===== src/rtl/if_fetch_stage_if.sv =====
// Instruction-memory request/response bus of the fetch stage.
// master = fetch stage (req/addr out), slave = memory (ready/data out).
interface if_fetch_stage_if;
    logic        imem_req_o;
    logic [31:0] imem_addr_o;
    logic        imem_ready_i;
    logic [31:0] imem_data_i;

    modport master (
        output imem_req_o,
        output imem_addr_o,
        input  imem_ready_i,
        input  imem_data_i
    );

    modport slave (
        input  imem_req_o,
        input  imem_addr_o,
        output imem_ready_i,
        output imem_data_i
    );
endinterface


===== src/rtl/if_fetch_stage.sv =====
// Fetch stage: owns the fetch PC, issues imem requests, fills IF/ID.
// Ports: clk_i/rst_i, start/stall/flush/branch controls, imem bus
// (master modport), IF/ID outputs pc_o/instr_o/valid_o.
module if_fetch_stage #(
    parameter logic [31:0] PC_RESET = 32'h0000_0000,
    parameter logic [31:0] NOP      = 32'h0000_0013
) (
    input  logic                    clk_i,
    input  logic                    rst_i,
    input  logic                    start_i,
    input  logic                    stall_i,
    input  logic                    flush_i,
    input  logic                    branch_i,
    input  logic [31:0]             branch_target_i,
    if_fetch_stage_if.master        imem,
    output logic [31:0]             pc_o,
    output logic [31:0]             instr_o,
    output logic                    valid_o
);

    typedef enum logic [1:0] {IDLE, REQ, HOLD} state_t;

    state_t      state_q, state_d;
    logic [31:0] fetch_pc_q, fetch_pc_d;
    logic [31:0] buf_instr_q, buf_instr_d;
    logic [31:0] buf_pc_q, buf_pc_d;
    logic        drop_q, drop_d;
    logic [31:0] redirect_pc_q, redirect_pc_d;
    logic [31:0] pc_q, pc_d;
    logic [31:0] instr_q, instr_d;
    logic        valid_q, valid_d;

    logic [31:0] target;
    logic        load;
    logic        drain;
    state_t      after_st;

    assign target   = branch_target_i & 32'hFFFF_FFFC;
    assign after_st = start_i ? REQ : IDLE;

    always_comb begin
        state_d       = state_q;
        fetch_pc_d    = fetch_pc_q;
        buf_instr_d   = buf_instr_q;
        buf_pc_d      = buf_pc_q;
        drop_d        = drop_q;
        redirect_pc_d = redirect_pc_q;
        load          = 1'b0;
        drain         = 1'b0;

        unique case (state_q)
            IDLE: begin
                if (branch_i) fetch_pc_d = target;
                if (start_i) state_d = REQ;
            end
            REQ: begin
                if (imem.imem_ready_i) begin
                    if (drop_q) begin
                        // wrong-path word returns: discard it and
                        // resume at the most recent redirect
                        fetch_pc_d = branch_i ? target : redirect_pc_q;
                        drop_d     = 1'b0;
                        state_d    = after_st;
                    end else if (branch_i) begin
                        fetch_pc_d = target;
                    end else begin
                        fetch_pc_d = fetch_pc_q + 32'd4;
                        if (stall_i && !flush_i) begin
                            buf_instr_d = imem.imem_data_i;
                            buf_pc_d    = fetch_pc_q;
                            state_d     = HOLD;
                        end else begin
                            load    = 1'b1;
                            state_d = after_st;
                        end
                    end
                end else if (branch_i) begin
                    // request cannot be withdrawn; finish it, then drop
                    drop_d        = 1'b1;
                    redirect_pc_d = target;
                end
            end
            HOLD: begin
                if (branch_i) begin
                    fetch_pc_d = target;
                    state_d    = after_st;
                end else if (flush_i) begin
                    state_d = after_st;
                end else if (!stall_i) begin
                    drain   = 1'b1;
                    state_d = after_st;
                end
            end
            default: state_d = IDLE;
        endcase
    end

    always_comb begin
        pc_d    = pc_q;
        instr_d = instr_q;
        valid_d = valid_q;
        if (flush_i || branch_i) begin
            instr_d = NOP;
            valid_d = 1'b0;
        end else if (stall_i) begin
            valid_d = valid_q;
        end else if (load) begin
            pc_d    = fetch_pc_q;
            instr_d = imem.imem_data_i;
            valid_d = 1'b1;
        end else if (drain) begin
            pc_d    = buf_pc_q;
            instr_d = buf_instr_q;
            valid_d = 1'b1;
        end else begin
            instr_d = NOP;
            valid_d = 1'b0;
        end
    end

    always_ff @(posedge clk_i or posedge rst_i) begin
        if (rst_i) begin
            state_q       <= IDLE;
            fetch_pc_q    <= PC_RESET;
            buf_instr_q   <= NOP;
            buf_pc_q      <= PC_RESET;
            drop_q        <= 1'b0;
            redirect_pc_q <= PC_RESET;
            pc_q          <= PC_RESET;
            instr_q       <= NOP;
            valid_q       <= 1'b0;
        end else begin
            state_q       <= state_d;
            fetch_pc_q    <= fetch_pc_d;
            buf_instr_q   <= buf_instr_d;
            buf_pc_q      <= buf_pc_d;
            drop_q        <= drop_d;
            redirect_pc_q <= redirect_pc_d;
            pc_q          <= pc_d;
            instr_q       <= instr_d;
            valid_q       <= valid_d;
        end
    end

    // request side depends on registered state only
    assign imem.imem_req_o  = (state_q == REQ);
    assign imem.imem_addr_o = fetch_pc_q;

    assign pc_o    = pc_q;
    assign instr_o = instr_q;
    assign valid_o = valid_q;

endmodule

===== src/flat_wrapper.sv =====
// flat-port wrapper written by rule: the top's interface ports become plain ports
module if_fetch_stage_flat 
#(
    parameter logic [31:0] PC_RESET = 32'h0000_0000,
    parameter logic [31:0] NOP      = 32'h0000_0013
)
  (clk_i, rst_i, start_i, stall_i, flush_i, branch_i, branch_target_i, pc_o, instr_o, valid_o, imem_imem_req_o, imem_imem_addr_o, imem_imem_ready_i, imem_imem_data_i);
  if_fetch_stage_if imem_i ();
  input  logic clk_i;
  input  logic rst_i;
  input  logic start_i;
  input  logic stall_i;
  input  logic flush_i;
  input  logic branch_i;
  input  logic [31:0] branch_target_i;
  output logic [31:0] pc_o;
  output logic [31:0] instr_o;
  output logic valid_o;
  output wire logic [$bits(imem_i.imem_req_o)-1:0] imem_imem_req_o;
  output wire logic [$bits(imem_i.imem_addr_o)-1:0] imem_imem_addr_o;
  input wire logic [$bits(imem_i.imem_ready_i)-1:0] imem_imem_ready_i;
  input wire logic [$bits(imem_i.imem_data_i)-1:0] imem_imem_data_i;
  assign imem_imem_req_o = imem_i.imem_req_o;
  assign imem_imem_addr_o = imem_i.imem_addr_o;
  assign imem_i.imem_ready_i = imem_imem_ready_i;
  assign imem_i.imem_data_i = imem_imem_data_i;
  if_fetch_stage #(.PC_RESET(PC_RESET), .NOP(NOP)) u_core (.clk_i(clk_i), .rst_i(rst_i), .start_i(start_i), .stall_i(stall_i), .flush_i(flush_i), .branch_i(branch_i), .branch_target_i(branch_target_i), .imem(imem_i), .pc_o(pc_o), .instr_o(instr_o), .valid_o(valid_o));
endmodule

===== config.mk =====
export PLATFORM = sky130hd
export DESIGN_NAME = if_fetch_stage_flat
export DESIGN_NICKNAME = d
export VERILOG_FILES = /design/src/rtl/if_fetch_stage_if.sv /design/src/rtl/if_fetch_stage.sv /design/src/flat_wrapper.sv
export SDC_FILE = /design/constraint.sdc
export NUM_CORES = 1
export LEC_CHECK = 0
export BUFFER_PORTS_ARGS = -buffer_cell sky130_fd_sc_hd__buf_4
export CAP_MARGIN = 20
export CORE_ASPECT_RATIO = 0.7
export CORE_MARGIN = 3
export CORE_UTILIZATION = 60
export CTS_CLUSTER_SIZE = 30
export DETAILED_ROUTE_END_ITERATION = 6
export PLACE_DENSITY = 0.85
export SKIP_LAST_GASP = 1
export SLEW_MARGIN = 20
export SYNTH_ARGS = -nofsm -noshare
export SYNTH_HDL_FRONTEND = slang
export SYNTH_SLANG_ARGS = --single-unit
export TNS_END_PERCENT = 100

===== constraint.sdc =====
create_clock -name clk_i -period 15.34 [get_ports clk_i]
set_clock_uncertainty 0.1 [all_clocks]
set_input_delay 1.534 -clock clk_i [delete_from_list [all_inputs] [get_ports clk_i]]
set_output_delay 1.534 -clock clk_i [all_outputs]
set_load 0.02 [all_outputs]

Yosys cells after proc, flatten, opt, wreduce, memory -nomap -nowiden
Cells that the tools add are included.
{"block": "classes", "muxes": 37, "n_reduce_logical": 14, "eq_ne": 8, "bitwise_logic": 5, "add_sub_neg": 1}
{"operator": "$mux W32", "n": 11}
{"operator": "$pmux W32 S2", "n": 1}
{"operator": "$add A32 B3 Y32 const B", "n": 1}
{"operator": "$mux W1", "n": 16}
{"operator": "$mux W2", "n": 8}
{"operator": "$ne A2 B1 Y1 const B", "n": 3}
{"operator": "$pmux W2 S3", "n": 1}
{"operator": "$reduce_and A3 Y1", "n": 2}
{"operator": "$reduce_bool A2 Y1", "n": 3}
{"operator": "$not A1 Y1", "n": 5}
{"operator": "$reduce_and A5 Y1", "n": 1}
{"operator": "$ne A4 B4 Y1 const B", "n": 1}
{"operator": "$reduce_and A2 Y1", "n": 2}
{"operator": "$reduce_and A4 Y1", "n": 1}
{"operator": "$ne A3 B2 Y1 const B", "n": 1}
{"operator": "$eq A2 B1 Y1 const B", "n": 1}
{"operator": "$eq A2 B2 Y1 const B", "n": 1}
{"operator": "$logic_not A2 Y1", "n": 1}
{"operator": "$ne A2 B2 Y1 const B", "n": 1}
{"operator": "$reduce_or A2 Y1", "n": 1}
{"operator": "$logic_and A1 B1 Y1", "n": 1}
{"operator": "$logic_not A1 Y1", "n": 1}
{"operator": "$logic_or A1 B1 Y1", "n": 1}
{"block": "totals", "wordCells": 74, "in_bits": 71, "regBits": 196, "out_inout_bits": 98}

Depth between registers and ports, before layout
{"block": "depth", "depth_word": 10, "ltp_mapped": 9, "mapped_depth_nobuf": 6}

Worst setup path after synthesis
No wires, ideal clock.
{"block": "synth_timing", "path_type": "input -> register", "start": "input branch_i", "end": "register u_core.buf_instr_q[14]", "arrival_ps": 2701, "setup_ps": 125, "required_ps": 15115, "n_path_buf": 2, "setup_slack_ps": 12414, "path_stages": 6, "cell_sequence": "buf_6 nor2_2 nand2_2 nor2_4 buf_4 mux2_2"}
{"block": "synth_via", "elab_chain_cells": 2}
{"element": "start: declaration", "line_no": "flat_wrapper.sv:14", "source": "input logic branch_i;"}
{"element": "$not A1 Y1 (no line)"}
{"element": "$reduce_and A5 Y1 (no line)"}
{"element": "end signal: assignment", "line_no": "if_fetch_stage.sv:135", "source": "buf_instr_q <= buf_instr_d;"}
{"element": "end: declaration", "line_no": "if_fetch_stage.sv:25", "source": "logic [31:0] buf_instr_q, buf_instr_d;"}
No other way between the ends.
A chain may end at the register's enable or synchronous reset.

Worst setup path after layout
{"block": "layout_timing", "start": "input branch_i", "end": "register u_core.buf_pc_q[29]"}
{"block": "layout_via", "elab_chain_cells": 2}
{"element": "$not A1 Y1 (no line)"}
{"element": "$reduce_and A5 Y1 (no line)"}
{"element": "end signal: assignment", "line_no": "if_fetch_stage.sv:136", "source": "buf_pc_q <= buf_pc_d;"}
{"element": "end: declaration", "line_no": "if_fetch_stage.sv:26", "source": "logic [31:0] buf_pc_q, buf_pc_d;"}
No other way between the ends.

==> impl_metrics.json <==
{
  "yosys_warnings": 0,
  "power.leakage_uw": 0.00488,
  "critPathKind": "in -> reg",
  "hpwl_um": 15500,
  "antenna_violating_nets_post_route": 0,
  "cpMaxStageDelayCell": "sky130_fd_sc_hd__nor2_2",
  "setup_viol": 0,
  "avgSynthCellArea_um2": 10.5,
  "syn_inst": 875,
  "worstMarginPinSlew_ps": 1090,
  "synth.cell_area_mm2": 0.00923,
  "routabilityCongestion": 0.870,
  "gr_overflow_total": 0,
  "tritoncts": "built",
  "fp.dieW_um": 154,
  "grt_pass1_vias": 7228,
  "grt.busiest_layer": "met2",
  "worst_setup_path_end_kind": "flip-flop",
  "crit_path_cell_trace": "buf_4, nor2_2, nand2_2, nor2_4, buf_4, mux2_2",
  "flow.area_growth_from_synthesis_pct": 19.7,
  "ctsResizeCount": 0,
  "required_ps": 15550,
  "wl_per_cell_um": 19.6,
  "cts_post_setup_buffers_inserted": 0,
  "timing.fmax_mhz": 233,
  "diodes": 0,
  "globalRouteMet2Util": 0.439,
  "die-height_um": 110,
  "grt_first_pass_wirelength_um": 37500,
  "yosysUniqueCellTypes": 67,
  "final_critical_path_required_period_ps": 4290,
  "setup_repair_after_global_routing_missed_its_margin": "false",
  "finalMaxSlewViolations": 0,
  "buffer_ports.inserted": 166,
  "core-area_mm2": 0.0149,
  "post_route_cells_drive_above_1_share": 0.314,
  "worstPathArrival_ps": 4500,
  "design.portCount": 169,
  "insertion_delay_ps": 430,
  "wl_um": 23700,
  "cts_inserted_buffers": 17,
  "nNetsFinal": 1077,
  "yosysTopAreaCellShare": 0.515,
  "cpMostUsedCell": "sky130_fd_sc_hd__buf_4",
  "ys_seq_area_frac": 0.532,
  "total_power_of_the_final_layout_uw": 1740,
  "grt_start_max_net_pins": 141,
  "clock_root_buffer": "sky130_fd_sc_hd__clkbuf_16",
  "detailed_place.area_mm2": 0.0105,
  "synth.net_count": 947,
  "clk_path_buf_depth": 2,
  "number_of_register_bits_inferred_by_synthesis": 196,
  "final.period_utilization": 0.279,
  "grtUsageMet3": 0.0602,
  "whs_ps": 387,
  "drc": 0,
  "cap_viol_max_count": 0,
  "gr-usage-met1": 0.394,
  "power-per-cell-area_mw_per_mm2": 158,
  "first_iter_violations": 675,
  "design_area_mm2": 0.0110,
  "cts_hold_repair.buffers": 0,
  "grt_antenna_before_repair": 0,
  "hp-class": "reg -> reg",
  "headroom_to_the_max_slew_limit": 0.272,
  "total_negative_slack_for_setup_checks_ps": 0,
  "layout.cells.most_common_list": "sky130_fd_sc_hd__dfrtp_1 (190), sky130_fd_sc_hd__buf_4 (178), sky130_fd_sc_hd__nand2_1 (130)",
  "worst-path-max-fanout": 48,
  "worst_setup_hold_path_clk_slew_ps": 70,
  "hold_viol": 0,
  "synth-edff-count": 0,
  "slowest_delay_ps": 650,
  "synth.top_cells.by_area": "sky130_fd_sc_hd__dfrtp_1 (52%), sky130_fd_sc_hd__mux2_2 (9.9%), sky130_fd_sc_hd__nand2_1 (5.3%)",
  "final_core_util": 0.743,
  "largest_area_contributor_in_the_netlist": "sky130_fd_sc_hd__dfrtp_1",
  "clock_sinks": 196,
  "via_count": 7461,
  "synthArstFlopShare": 1.00,
  "cts_htree_levels": 4,
  "number_of_core_rows": 37,
  "status": "finished clean",
  "vias_per_instance": 6.15,
  "commonest_non_fill_non_tap_cell_in_the_layout": "sky130_fd_sc_hd__dfrtp_1",
  "design.die.area_mm2": 0.0169,
  "firstDrtPassIters": 7,
  "crit_path_start_kind": "input pin",
  "grt_usage": 0.280,
  "ys_dominant_reg_cell": "sky130_fd_sc_hd__dfrtp_1",
  "initial_utilization": 0.621,
  "peak_supply_drop_mv": 0.0966
}
## critical path, delay by kind of cell
kind                   cells  cell delay [ps]
buffers and inverters      2              830
AND/OR/NAND/NOR            3             1670
multiplexers               1              410
## cells in the mapped netlist, types with 6 or more instances
library cell	instances
sky130_fd_sc_hd__clkbuf_1	20
sky130_fd_sc_hd__a32oi_1	6
sky130_fd_sc_hd__o2111ai_1	6
sky130_fd_sc_hd__nor2_1	56
sky130_fd_sc_hd__nand2_1	130
sky130_fd_sc_hd__dfrtp_1	190
sky130_fd_sc_hd__o21ai_0	51
sky130_fd_sc_hd__o21ai_1	20
sky130_fd_sc_hd__a21oi_1	35
sky130_fd_sc_hd__a22oi_1	32
sky130_fd_sc_hd__buf_2	26
sky130_fd_sc_hd__nand3_1	33
sky130_fd_sc_hd__nor2b_1	8
sky130_fd_sc_hd__buf_4	14
sky130_fd_sc_hd__mux2_1	13
sky130_fd_sc_hd__mux2_2	81
sky130_fd_sc_hd__inv_1	6
sky130_fd_sc_hd__dfstp_2	6
sky130_fd_sc_hd__a31oi_1	38
## registers in the layout, summed over array words and instances (netlist names)
signal / count
u_core.imem.imem_addr_o: 32
u_core.drop_q: 1
u_core.redirect_pc_q: 32
u_core.valid_o: 1
u_core.instr_o: 32
u_core.state_q: 2
u_core.buf_instr_q: 32
u_core.pc_o: 32
u_core.buf_pc_q: 32
## power by group
part | switching [uW] | internal [uW]
clock | 215 | 216
sequential | 143 | 672
combinational | 265 | 233
total | 623 | 1120
## worst paths after layout
kind                            cells past startpoint  slack [ps]                           start                                endpoint
worst max-delay path                                6       11050                        branch_i         u_core.buf_pc_q[29]$_DFFE_PP0P_
worst min-delay path                                2         390  u_core.instr_o[25]$_DFFE_PP0P_          u_core.instr_o[25]$_DFFE_PP0P_
worst max register to register                      5       11970       u_core.drop_q$_DFFE_PP0P_         u_core.buf_pc_q[29]$_DFFE_PP0P_
worst min register to register                      2         390  u_core.instr_o[25]$_DFFE_PP0P_          u_core.instr_o[25]$_DFFE_PP0P_
max in group asynchronous                           3       12580                           rst_i  u_core.imem.imem_addr_o[3]$_DFFE_PP0P_
min in group asynchronous                           2        1170                           rst_i             u_core.pc_o[24]$_DFFE_PP0P_
## stage by stage
stage / setup slack (ps) / instances
3_5_place_dp: 10700 / 1181
2_1_floorplan: 8380 / 875
5_1_grt: 10880 / 1213
3_3_place_gp: 10760 / 1181
4_1_cts: 11130 / 1213
6_report: 11050 / 1213
## final cells by class
class                   instances  area (um2)
flip-flops and latches        196        4910
multi-input cells             605        3950
fillers                      1025        3810
repair buffers                178        1340
clock buffers                  17         425
well taps                     195         244
clock inverters                15         144
inverters                       7        33.8
## kinds of logic (layout without fill, tap and decap cells)
group	Yosys count	count (layout)	share of synthesized area
buffers and inverters	74	217	0.0422
muxes	99	99	0.120
xor gates and xnor gates	8	8	0.00759
AOI/OAI and AO/OA	220	220	0.150
DFF	196	196	0.532
adders and majority gates	1	1	0.00136
and+or+nand+nor	277	277	0.147
## metal layers
layer  part of all wire  wire length, um  vias to the layer above
met5                  0                0                        -
met4              0.018              423                        0
met3              0.078             1850                       47
met2               0.47            11200                      310
met1               0.43            10300                     3685
li1                   -                -                     3419
Note: power is estimated with default switching activity, not from simulation.
